<file path="src/rtl/vga_timing_gen.sv">
// vga_timing_gen: parametrised VGA raster timing generator with pixel clock-enable
module vga_timing_gen #(
    parameter int H_ACTIVE = 640,
    parameter int H_FP     = 16,
    parameter int H_SYNC   = 96,
    parameter int H_BP     = 48,
    parameter int V_ACTIVE = 480,
    parameter int V_FP     = 10,
    parameter int V_SYNC   = 2,
    parameter int V_BP     = 33,
    parameter bit SYNC_POL = 1'b0,
    parameter int CW       = 10
) (
    input  logic          clk,
    input  logic          rst_n,
    input  logic          pix_ce,
    output logic          hsync,
    output logic          vsync,
    output logic          active,
    output logic [CW-1:0] x,
    output logic [CW-1:0] y,
    output logic          frame_start,
    output logic          line_start,
    output logic          vblank
);
    localparam int H_TOTAL = H_ACTIVE + H_FP + H_SYNC + H_BP;
    localparam int V_TOTAL = V_ACTIVE + V_FP + V_SYNC + V_BP;
    localparam int H_SS    = H_ACTIVE + H_FP;
    localparam int H_SE    = H_SS + H_SYNC;
    localparam int V_SS    = V_ACTIVE + V_FP;
    localparam int V_SE    = V_SS + V_SYNC;

    if (H_FP < 1 || H_SYNC < 1 || H_BP < 1 || V_FP < 1 || V_SYNC < 1 || V_BP < 1 ||
        (64'd1 << CW) < 64'(H_TOTAL) || (64'd1 << CW) < 64'(V_TOTAL)) begin : g_bad_params
        $error("vga_timing_gen: porch/sync widths must be >= 1 and CW must hold the totals");
    end

    logic [CW-1:0] h_q, h_d, v_q, v_d, x_q, x_d, y_q, y_d;
    logic          hs_q, hs_d, vs_q, vs_d, act_q, act_d;
    logic          fs_q, fs_d, ls_q, ls_d, vb_q, vb_d;
    logic          h_last, v_last;

    // next counter values and decode of the pixel currently addressed by the counters
    always_comb begin
        h_last = (h_q == CW'(H_TOTAL - 1));
        v_last = (v_q == CW'(V_TOTAL - 1));
        h_d    = h_last ? '0 : h_q + 1'b1;
        v_d    = h_last ? (v_last ? '0 : v_q + 1'b1) : v_q;
        act_d  = (h_q < CW'(H_ACTIVE)) && (v_q < CW'(V_ACTIVE));
        x_d    = act_d ? h_q : '0;
        y_d    = act_d ? v_q : '0;
        hs_d   = (h_q >= CW'(H_SS) && h_q < CW'(H_SE)) ? SYNC_POL : ~SYNC_POL;
        vs_d   = (v_q >= CW'(V_SS) && v_q < CW'(V_SE)) ? SYNC_POL : ~SYNC_POL;
        fs_d   = (h_q == '0) && (v_q == '0);
        ls_d   = (h_q == '0);
        vb_d   = (v_q >= CW'(V_ACTIVE));
    end

    // counters and aligned output register, all advancing only on pixel enables
    always_ff @(posedge clk or negedge rst_n) begin
        if (!rst_n) begin
            h_q   <= '0;
            v_q   <= '0;
            act_q <= 1'b0;
            x_q   <= '0;
            y_q   <= '0;
            hs_q  <= ~SYNC_POL;
            vs_q  <= ~SYNC_POL;
            fs_q  <= 1'b0;
            ls_q  <= 1'b0;
            vb_q  <= 1'b0;
        end else if (pix_ce) begin
            h_q   <= h_d;
            v_q   <= v_d;
            act_q <= act_d;
            x_q   <= x_d;
            y_q   <= y_d;
            hs_q  <= hs_d;
            vs_q  <= vs_d;
            fs_q  <= fs_d;
            ls_q  <= ls_d;
            vb_q  <= vb_d;
        end
    end

    assign hsync       = hs_q;
    assign vsync       = vs_q;
    assign active      = act_q;
    assign x           = x_q;
    assign y           = y_q;
    assign frame_start = fs_q;
    assign line_start  = ls_q;
    assign vblank      = vb_q;
endmodule

</file>
<file path="config.mk">
export PLATFORM = sky130hd
export DESIGN_NAME = vga_timing_gen
export DESIGN_NICKNAME = d
export VERILOG_FILES = /design/src/rtl/vga_timing_gen.sv
export SDC_FILE = /design/constraint.sdc
export NUM_CORES = 1
export LEC_CHECK = 0
export ABC_AREA = 1
export BUFFER_PORTS_ARGS = -buffer_cell sky130_fd_sc_hd__buf_4
export CAP_MARGIN = 20
export CORE_MARGIN = 2
export CORE_UTILIZATION = 47
export DETAILED_ROUTE_END_ITERATION = 8
export PLACE_DENSITY = 0.67
export SYNTH_ARGS = -nofsm -noshare
export SYNTH_HDL_FRONTEND = slang
export SYNTH_SLANG_ARGS = --single-unit
</file>
<file path="constraint.sdc">
create_clock -name clk -period 1.6 [get_ports clk]
set_input_delay 0.32 -clock clk [delete_from_list [all_inputs] [get_ports clk]]
set_output_delay 0.32 -clock clk [all_outputs]
set_load 0.02 [all_outputs]
</file>
Yosys cells after proc, flatten, opt, wreduce, memory -nomap -nowiden
Index checks and enable logic that the tools add are counted.
- add/subtract/negate cells: 2
- order comparisons: 7
- equal/unequal tests: 2
- mux-type cells: 6
- reductions and logical operators: 7
- operators with widths (kind ; count):
    two-way mux 10 bit ; 4
    adder 10 x 1 -> 10 bit, second input constant ; 2
    == test 10 bit, second input constant ; 2
    >= comparator 10 x 9 -> 1 bit, second input constant ; 2
    logical NOT 10 bit ; 2
    < comparator 10 bit, second input constant ; 2
    < comparator 10 x 9 -> 1 bit, second input constant ; 2
    >= comparator 10 bit, second input constant ; 1
    logical AND 1 bit ; 4
    two-way mux 1 bit ; 2
    AND reduction 2 bit ; 1
- register bits: 46
- bits of input ports: 3

Longest topological paths before layout
Gate-level depths: netlist of the first run.
- word-level depth: 3
- gate-level depth with buffers: 8

Worst setup path before layout of the first run
Ideal clock, no wire load.
- kind: register to register
- start: register h_q[0]
- end: register v_q[8]
- setup time: 0.127 ns
- arrival time: 1.150 ns
- data required time: 1.473 ns
- setup slack: 0.323 ns
- cell stages (with the launch flop): 8
- buffers on the path: 1
- cells stage by stage: dfrtp_1 > ha_1 > nand2_1 > nor2_4 > nand4_1 > nor2_2 > buf_6 > o21ai_0
- cells in the longest elaborated chain, start to end: 2
- RTL lines (what ; RTL line ; text):
    start, declared ; 38 ; logic [CW-1:0] h_q, h_d, v_q, v_d, x_q, x_d, y_q, y_d;
    start signal, assigned ; 62 ; h_q <= '0;
    start signal, assigned ; 73 ; h_q <= h_d;
    == test 10 bit ; 45 ; h_last = (h_q == CW'(H_TOTAL - 1));
    AND reduction 2 bit (no source line) ; -- ;
    end signal, assigned ; 74 ; v_q <= v_d;
    end, declared ; 38 ;
Every way passes these cells.
A chain may end at the register's enable or synchronous reset.

Worst setup path after layout of the first run
- start: register h_q[1]
- end: register v_q[2]
The elaborated chain is that of the path after synthesis.

==> metrics.cfg, run 1 <==
[status]
status=finished clean

[yosys]
synth_commonest_cells=69 x nand2_1, 44 x dfrtp_1, 32 x inv_1, 28 x nor2_1, 24 x o21ai_0
syn-num-nets=278
synth_edf_count=0
yosysWarningCount=0
seq_area_frac_synth_pct=50.94
synth_top_family_by_area=simple AND/OR/NAND/NOR gates
synth-compound-area-share_pct=9.448
post_synth_and_or_nand_nor_area_fraction_pct=25.86
synth_area_um2=2265
synthAdderAreaFrac_pct=2.762
synth_largest_area_cell=dfrtp_1
avgSynthCellArea_um2=8.388
synth-seq-cells=46
ys_async_sr_fraction_pct=100.0
synthMuxAreaShare_pct=0
synthTopCellsByArea=dfrtp_1 49%, nand2_1 11%, o21ai_0 5.3%, inv_1 5.3%, nor2_1 4.6%
synthXorXnorAreaFrac_pct=2.707
netlist_instances=270
synth_most_common_cell=nand2_1
ys_types=26
yosys.area.top_type_share_pct=48.62
yosys_most_used_dff=dfrtp_1

[global_route]
grt_max_degree=47
antenna_found_initial=0
grt_pass1_wl_um=8224
grt_pass1_vias=1740
grtUsageTotal_pct=19.83
grt-ovfl-total=0

[critical_path]
path_max_fanout=5
cp_data_required_time_ps=1810
cp.arrival_ps=1730
setup.worst_path.end_class=flop
crit_path_start_kind=flop
criticalPathCategory=flop to flop

[clock_network]
path_clk_slew_ps=90
cts_buffer_depth=2
cts_root_buf=clkbuf_8
cts_hold_buf=0
h-tree-depth=2
insertion_delay_ps=300
cts_tree=built
clock-sinks=46
numCtsBuffers=5

[power]
leakagePower_nw=1.316
p_per_area_nw_per_um2=1464
total_power_mw=3.949
vdd_ir_drop_max_uv=695.4

[placed_design]
dp_hpwl_um=3431
globalplace.congestion=0.8515
io_buffers=28

[timing]
skew_ps=5.573
slew_headroom_pct=61.20
hold_viol_final=0
rsz0062_at_grt=yes
setup_violations=0
slew_viol_final=0
fin_crit_sh_pct=95.06
finalCriticalPeriod_ps=1521
worstMarginPinSlew_ps=582.0
holdWs_ps=5.820
timing.fmax_mhz=657.5

[detailed_routing]
dr_total_vias=1799
drt_pass1_iterations=4
drt_iter0_markers=80
drc=0
wl_per_cell_um=13.38
drt_wl_total_um=4818
ant_nets=0
via_per_inst=4.997

[floorplanning]
coreArea_um2=4692
die-area_um2=5390
io_pins=29
initial_core_util_pct=48.27
chipHeight_um=73.42
die_x_um=73.42
num_rows=25

[finish]
drive_above_1_share_pct=21.57
nFillCells=439
antennaDiodeCount=0
multi_input_area_um2=928.4
area_delta_synth_final_pct=19.12
seq_area_um2=1154
nets=313

[hold_path]
hold_path.class=input pin to async pin

[job]
drv_cap=0

-- report_power, final --
group	total, mW	switching [mW]	internal [mW]
combinational	1.23	0.773	0.456
sequential	1.66	0.215	1.44
clock	1.06	0.395	0.666
total	3.95	1.38	2.57
-- stage by stage --
step | std cells | utilization (%) | instance area (µm²) | TNS, ps | setup WS (ps)
after floorplan | 270 | - | 2265 | 0 | 323.2
after global placement | 350 | 53.95 | 2531 | 0 | 163.6
after detailed placement | 350 | 53.95 | 2531 | 0 | 120.5
after CTS | 358 | 56.99 | 2674 | 0 | 98.22
after global routing | 360 | 57.49 | 2698 | -3.197 | -2.658
final | 360 | 57.49 | 2698 | 0 | 79.01
-- final timing paths --
kind,cells past startpoint,slack (ps),start,to
setup / recovery,8,80,h_q[1]$_DFFE_PN0P_,v_q[2]$_DFFE_PN0P_
hold / removal,1,6,rst_n,h_q[4]$_DFFE_PN0P_
setup reg to reg,8,80,h_q[1]$_DFFE_PN0P_,v_q[2]$_DFFE_PN0P_
hold reg to reg,2,480,frame_start$_DFFE_PN0P_,frame_start$_DFFE_PN0P_
max in group asynchronous,1,1200,rst_n,x[9]$_DFFE_PN0P_
min in group clk,2,300,pix_ce,y[9]$_DFFE_PN0P_
-- registers in the layout (all words and copies together), names as in the netlist --
| register | cells |
|---|---|
| vblank | 1 |
| frame_start | 1 |
| h_q | 10 |
| vsync | 1 |
| line_start | 1 |
| x | 10 |
| hsync | 1 |
| y | 10 |
| active | 1 |
| v_q | 10 |
-- kinds of logic after synthesis --
kind of cell | Yosys count
flip-flops | 46
adder cells (fa/ha/maj) | 5
XOR/XNOR | 7
AO/OA/AOI/OAI | 36
AND/OR/NAND/NOR | 133
buffers and inverters | 43
-- routing by layer --
layer,wire [µm],share of wire (%),up-vias,GRT usage [%]
li1,-,-,926,-
met1,2432,50,838,28.50
met2,2153,45,29,30.23
met3,162,3.4,6,4.115
met4,69,1.4,0,6.061
met5,0,0,-,0
-- cell type report --
type                            instances  share of cell area, %
Tap cell                               54                  2.505
Inverter                               35                  4.870
Multi-Input combinational cell        181                  34.42
Clock inverter                          2                  2.226
Timing Repair Buffer                   36                  10.16
Clock buffer                            6                  3.061
Sequential cell                        46                  42.76
-- timing repair --
action | CTS | global route
setup endpoints to repair | 0 | 3
resized for setup | 0 | 3
buffers inserted | 0 | 2
-- worst max-delay path, stage by stage, from the launching register on --
cell	delay (ps)
dfrtp_1	390
ha_2	200
nand2_1	100
nor2_4	110
nand4_1	100
nor2_2	200
buf_4	170
nand2_1	60
o21ai_0	90
-- cells in the final DEF, fill, tap and decap left out --
cell       netlist  routed
o21ai_2          9       9
nand4_1         10      10
or2_2            1       1
ha_2             0       1
nand2_4          1       1
buf_6            1       1
nor2_4           1       1
dfstp_2          2       2
nor4_1           1       1
buf_4            0      35
nor3_1           4       4
nor2_2           2       3
nor3_4           1       1
nand2_1         69      69
a21oi_1          1       1
xnor2_1          1       1
dfrtp_1         44      44
ha_1             5       4
clkbuf_8         0       6
bufinv_16        0       2
inv_2            3       3
o21ai_0         24      24
o21ai_1          2       2
inv_1           32      32
nand3_1         15      15
nor2_1          28      27
xor2_1           6       6
Note: power is estimated with default switching activity, not from simulation.
==> run 2: changes to the inputs <==
Settings changed: ABC_AREA 1 to default.
==> run 2 against run 1 <==
Core utilization grew 3.9 points. First-iteration DRC count rose by 83%. Largest cell class unchanged. Synthesized cell count is 30% lower. Cell count is 18% lower. Via count fell by 8.2%. Combinational power decreased by 66%. Hold slack improved by 11 ps.
==> metrics.cfg, run 2 <==
[timing]
skew_ps=3.034
slew_headroom_pct=61.88
hold_viol_final=0
slew_viol_final=0
tns_ps=0
rsz0062_at_grt=yes
fin_crit_sh_pct=97.64
worstMarginPinSlew_ps=571.8
setup_violations=0
finalCriticalPeriod_ps=1562
timing.fmax_mhz=640.1
fin_ws_ps=37.77

[clock_network]
cts_root_buf=clkbuf_8
clock-sinks=46
cts_tree=built
h-tree-depth=2
path_clk_slew_ps=80
cts_buffer_depth=2
numCtsBuffers=5
insertion_delay_ps=300

[power]
leakagePower_nw=1.291
total_power_mw=2.493
vdd_ir_drop_max_uv=447.5
p_per_area_nw_per_um2=938.9

[yosys]
synth_largest_area_cell=dfrtp_1
synthTopCellsByArea=dfrtp_1 53%, a22o_1 8.0%, ha_1 3.0%, nand2_1 2.7%, dfstp_2 2.5%
synth_commonest_cells=44 x dfrtp_1, 19 x a22o_1, 15 x nand2_1, 9 x inv_1, 9 x nand3_1
synth_area_um2=2083
netlist_instances=190
seq_area_frac_synth_pct=55.38
ys_types=39
yosys.area.top_type_share_pct=52.85
synth_most_common_cell=dfrtp_1
ys_async_sr_fraction_pct=100.0
avgSynthCellArea_um2=10.96
yosysWarningCount=0
yosys_most_used_dff=dfrtp_1
synth_edf_count=0
synth-seq-cells=46
syn-num-nets=198

[critical_path]
crit_path_start_kind=flop
cp.arrival_ps=1790
setup.worst_path.end_class=flop
criticalPathCategory=flop to flop
rrSetupSlack_ps=40
cp_data_required_time_ps=1830
path_max_fanout=4

[finish]
antennaDiodeCount=0
final_common_cell=buf_4
drive_above_1_share_pct=31.40
nFillCells=363
area_delta_synth_final_pct=27.45
final_cell_mix=55 x buf_4, 44 x dfrtp_1, 19 x a22o_1
final_cells=294
nets=249
multi_input_area_um2=874.6
seq_area_um2=1154

[detailed_routing]
drt_pass1_iterations=4
dr_total_vias=1651
drt_iter0_markers=146
via_per_inst=5.616
drt_wl_total_um=4638
wl_per_cell_um=15.78
ant_nets=0
drc=0

[floorplanning]
die-area_um2=4981
chipHeight_um=70.58
io_pins=29
num_rows=24
initial_core_util_pct=48.18
die_x_um=70.58
coreArea_um2=4324

[placed_design]
dp_cells=284
place_ws_ps=19.53
io_buffers=28
dp_hpwl_um=3258
globalplace.congestion=0.8945

[hold_path]
hold_path.class=input pin to async pin

[status]
status=finished clean

[global_route]
antenna_found_initial=0
grt_max_degree=47
grt_pass1_wl_um=7941
grt_pass1_vias=1584
grt-ovfl-total=0
grtUsageTotal_pct=20.06

[job]
drv_cap=0

## run 2: cell types whose count changed in the layout (fill, tap and decap cells not counted), moves of 3 or more
cell,delta
nand2_1,-54
inv_1,-23
buf_4,+20
nor2_1,-20
a22o_1,+19
o21ai_0,-16
o21ai_2,-9
nand3_1,-6
a21oi_1,+5
and3_1,+4
xnor2_1,+4
a21o_1,+3
inv_2,-3
nor2_2,-3
## run 2: power by group
part           total [mW]  switching [mW]  internal [mW]  leakage (nW)
Combinational       0.423           0.236          0.187         0.634
Sequential           1.33          0.0991           1.23         0.610
Clock               0.740           0.392          0.347        0.0472
## run 2: routing by layer
layer | vias up | part of all wire, % | GRT usage [%]
met4 | 0 | 1.3 | 7.338
li1 | 787 | - | -
met5 | - | 0 | 0
met2 | 58 | 44 | 27.25
met1 | 798 | 47 | 31.33
met3 | 8 | 7.2 | 4.701
## run 2: cells by family (layout without fill, tap and decap cells)
logic type	Yosys count	in the layout	share of synthesized area [%]
XOR/XNOR	9	9	3.784
multiplexers	2	2	0.9610
AND/OR/NAND/NOR	66	66	18.08
AO/OA/AOI/OAI	41	41	14.17
flip-flops	46	46	55.38
buffers and inverters	21	73	4.624
adder cells (fa/ha/maj)	5	5	3.003
## run 2: worst max-delay path: stages (launching register included)
cell and delay [ps]:
dfrtp_1 360, ha_2 180, and4b_2 280, nand4_4 100, or4_1 480, o21ai_1 90
## run 2: what timing repair did
action / 4_1_cts / 5_1_grt
endpoints found under the setup margin: 1 / 19
hold buffers: 0 / 0
setup buffers: 0 / 2
resized for setup: 0 / 8
endpoints found under the hold margin: 0 / 0
gates cloned: 0 / 0
pin swaps: 1 / 4
## run 2: stage by stage
step / util, % / cell area [µm²] / hold slack (ps)
2_1_floorplan: - / 2086 / 24.41
3_3_place_gp: 57.96 / 2506 / 347.0
3_5_place_dp: 57.96 / 2506 / 359.2
4_1_cts: 60.16 / 2601 / 30.58
5_1_grt: 61.40 / 2655 / 52.43
6_report: 61.40 / 2655 / 17.04
## run 2: worst paths after layout
check / start / end / cells after the start
max: h_q[0]$_DFFE_PN0P_ / v_q[9]$_DFFE_PN0P_ / 5
min: rst_n / h_q[6]$_DFFE_PN0P_ / 1
max reg2reg: h_q[0]$_DFFE_PN0P_ / v_q[9]$_DFFE_PN0P_ / 5
min reg2reg: hsync$_DFFE_PN1P_ / hsync$_DFFE_PN1P_ / 2
max in group asynchronous: rst_n / vsync$_DFFE_PN1P_ / 1
min in group clk: pix_ce / hsync$_DFFE_PN1P_ / 3
## run 2: layout make-up
class | instances | area share, %
Multi-Input combinational cell | 123 | 32.94
Clock buffer | 6 | 3.110
Tap cell | 52 | 2.451
Inverter | 9 | 1.272
Clock inverter | 2 | 0.4713
Timing Repair Buffer | 56 | 16.31
Sequential cell | 46 | 43.45
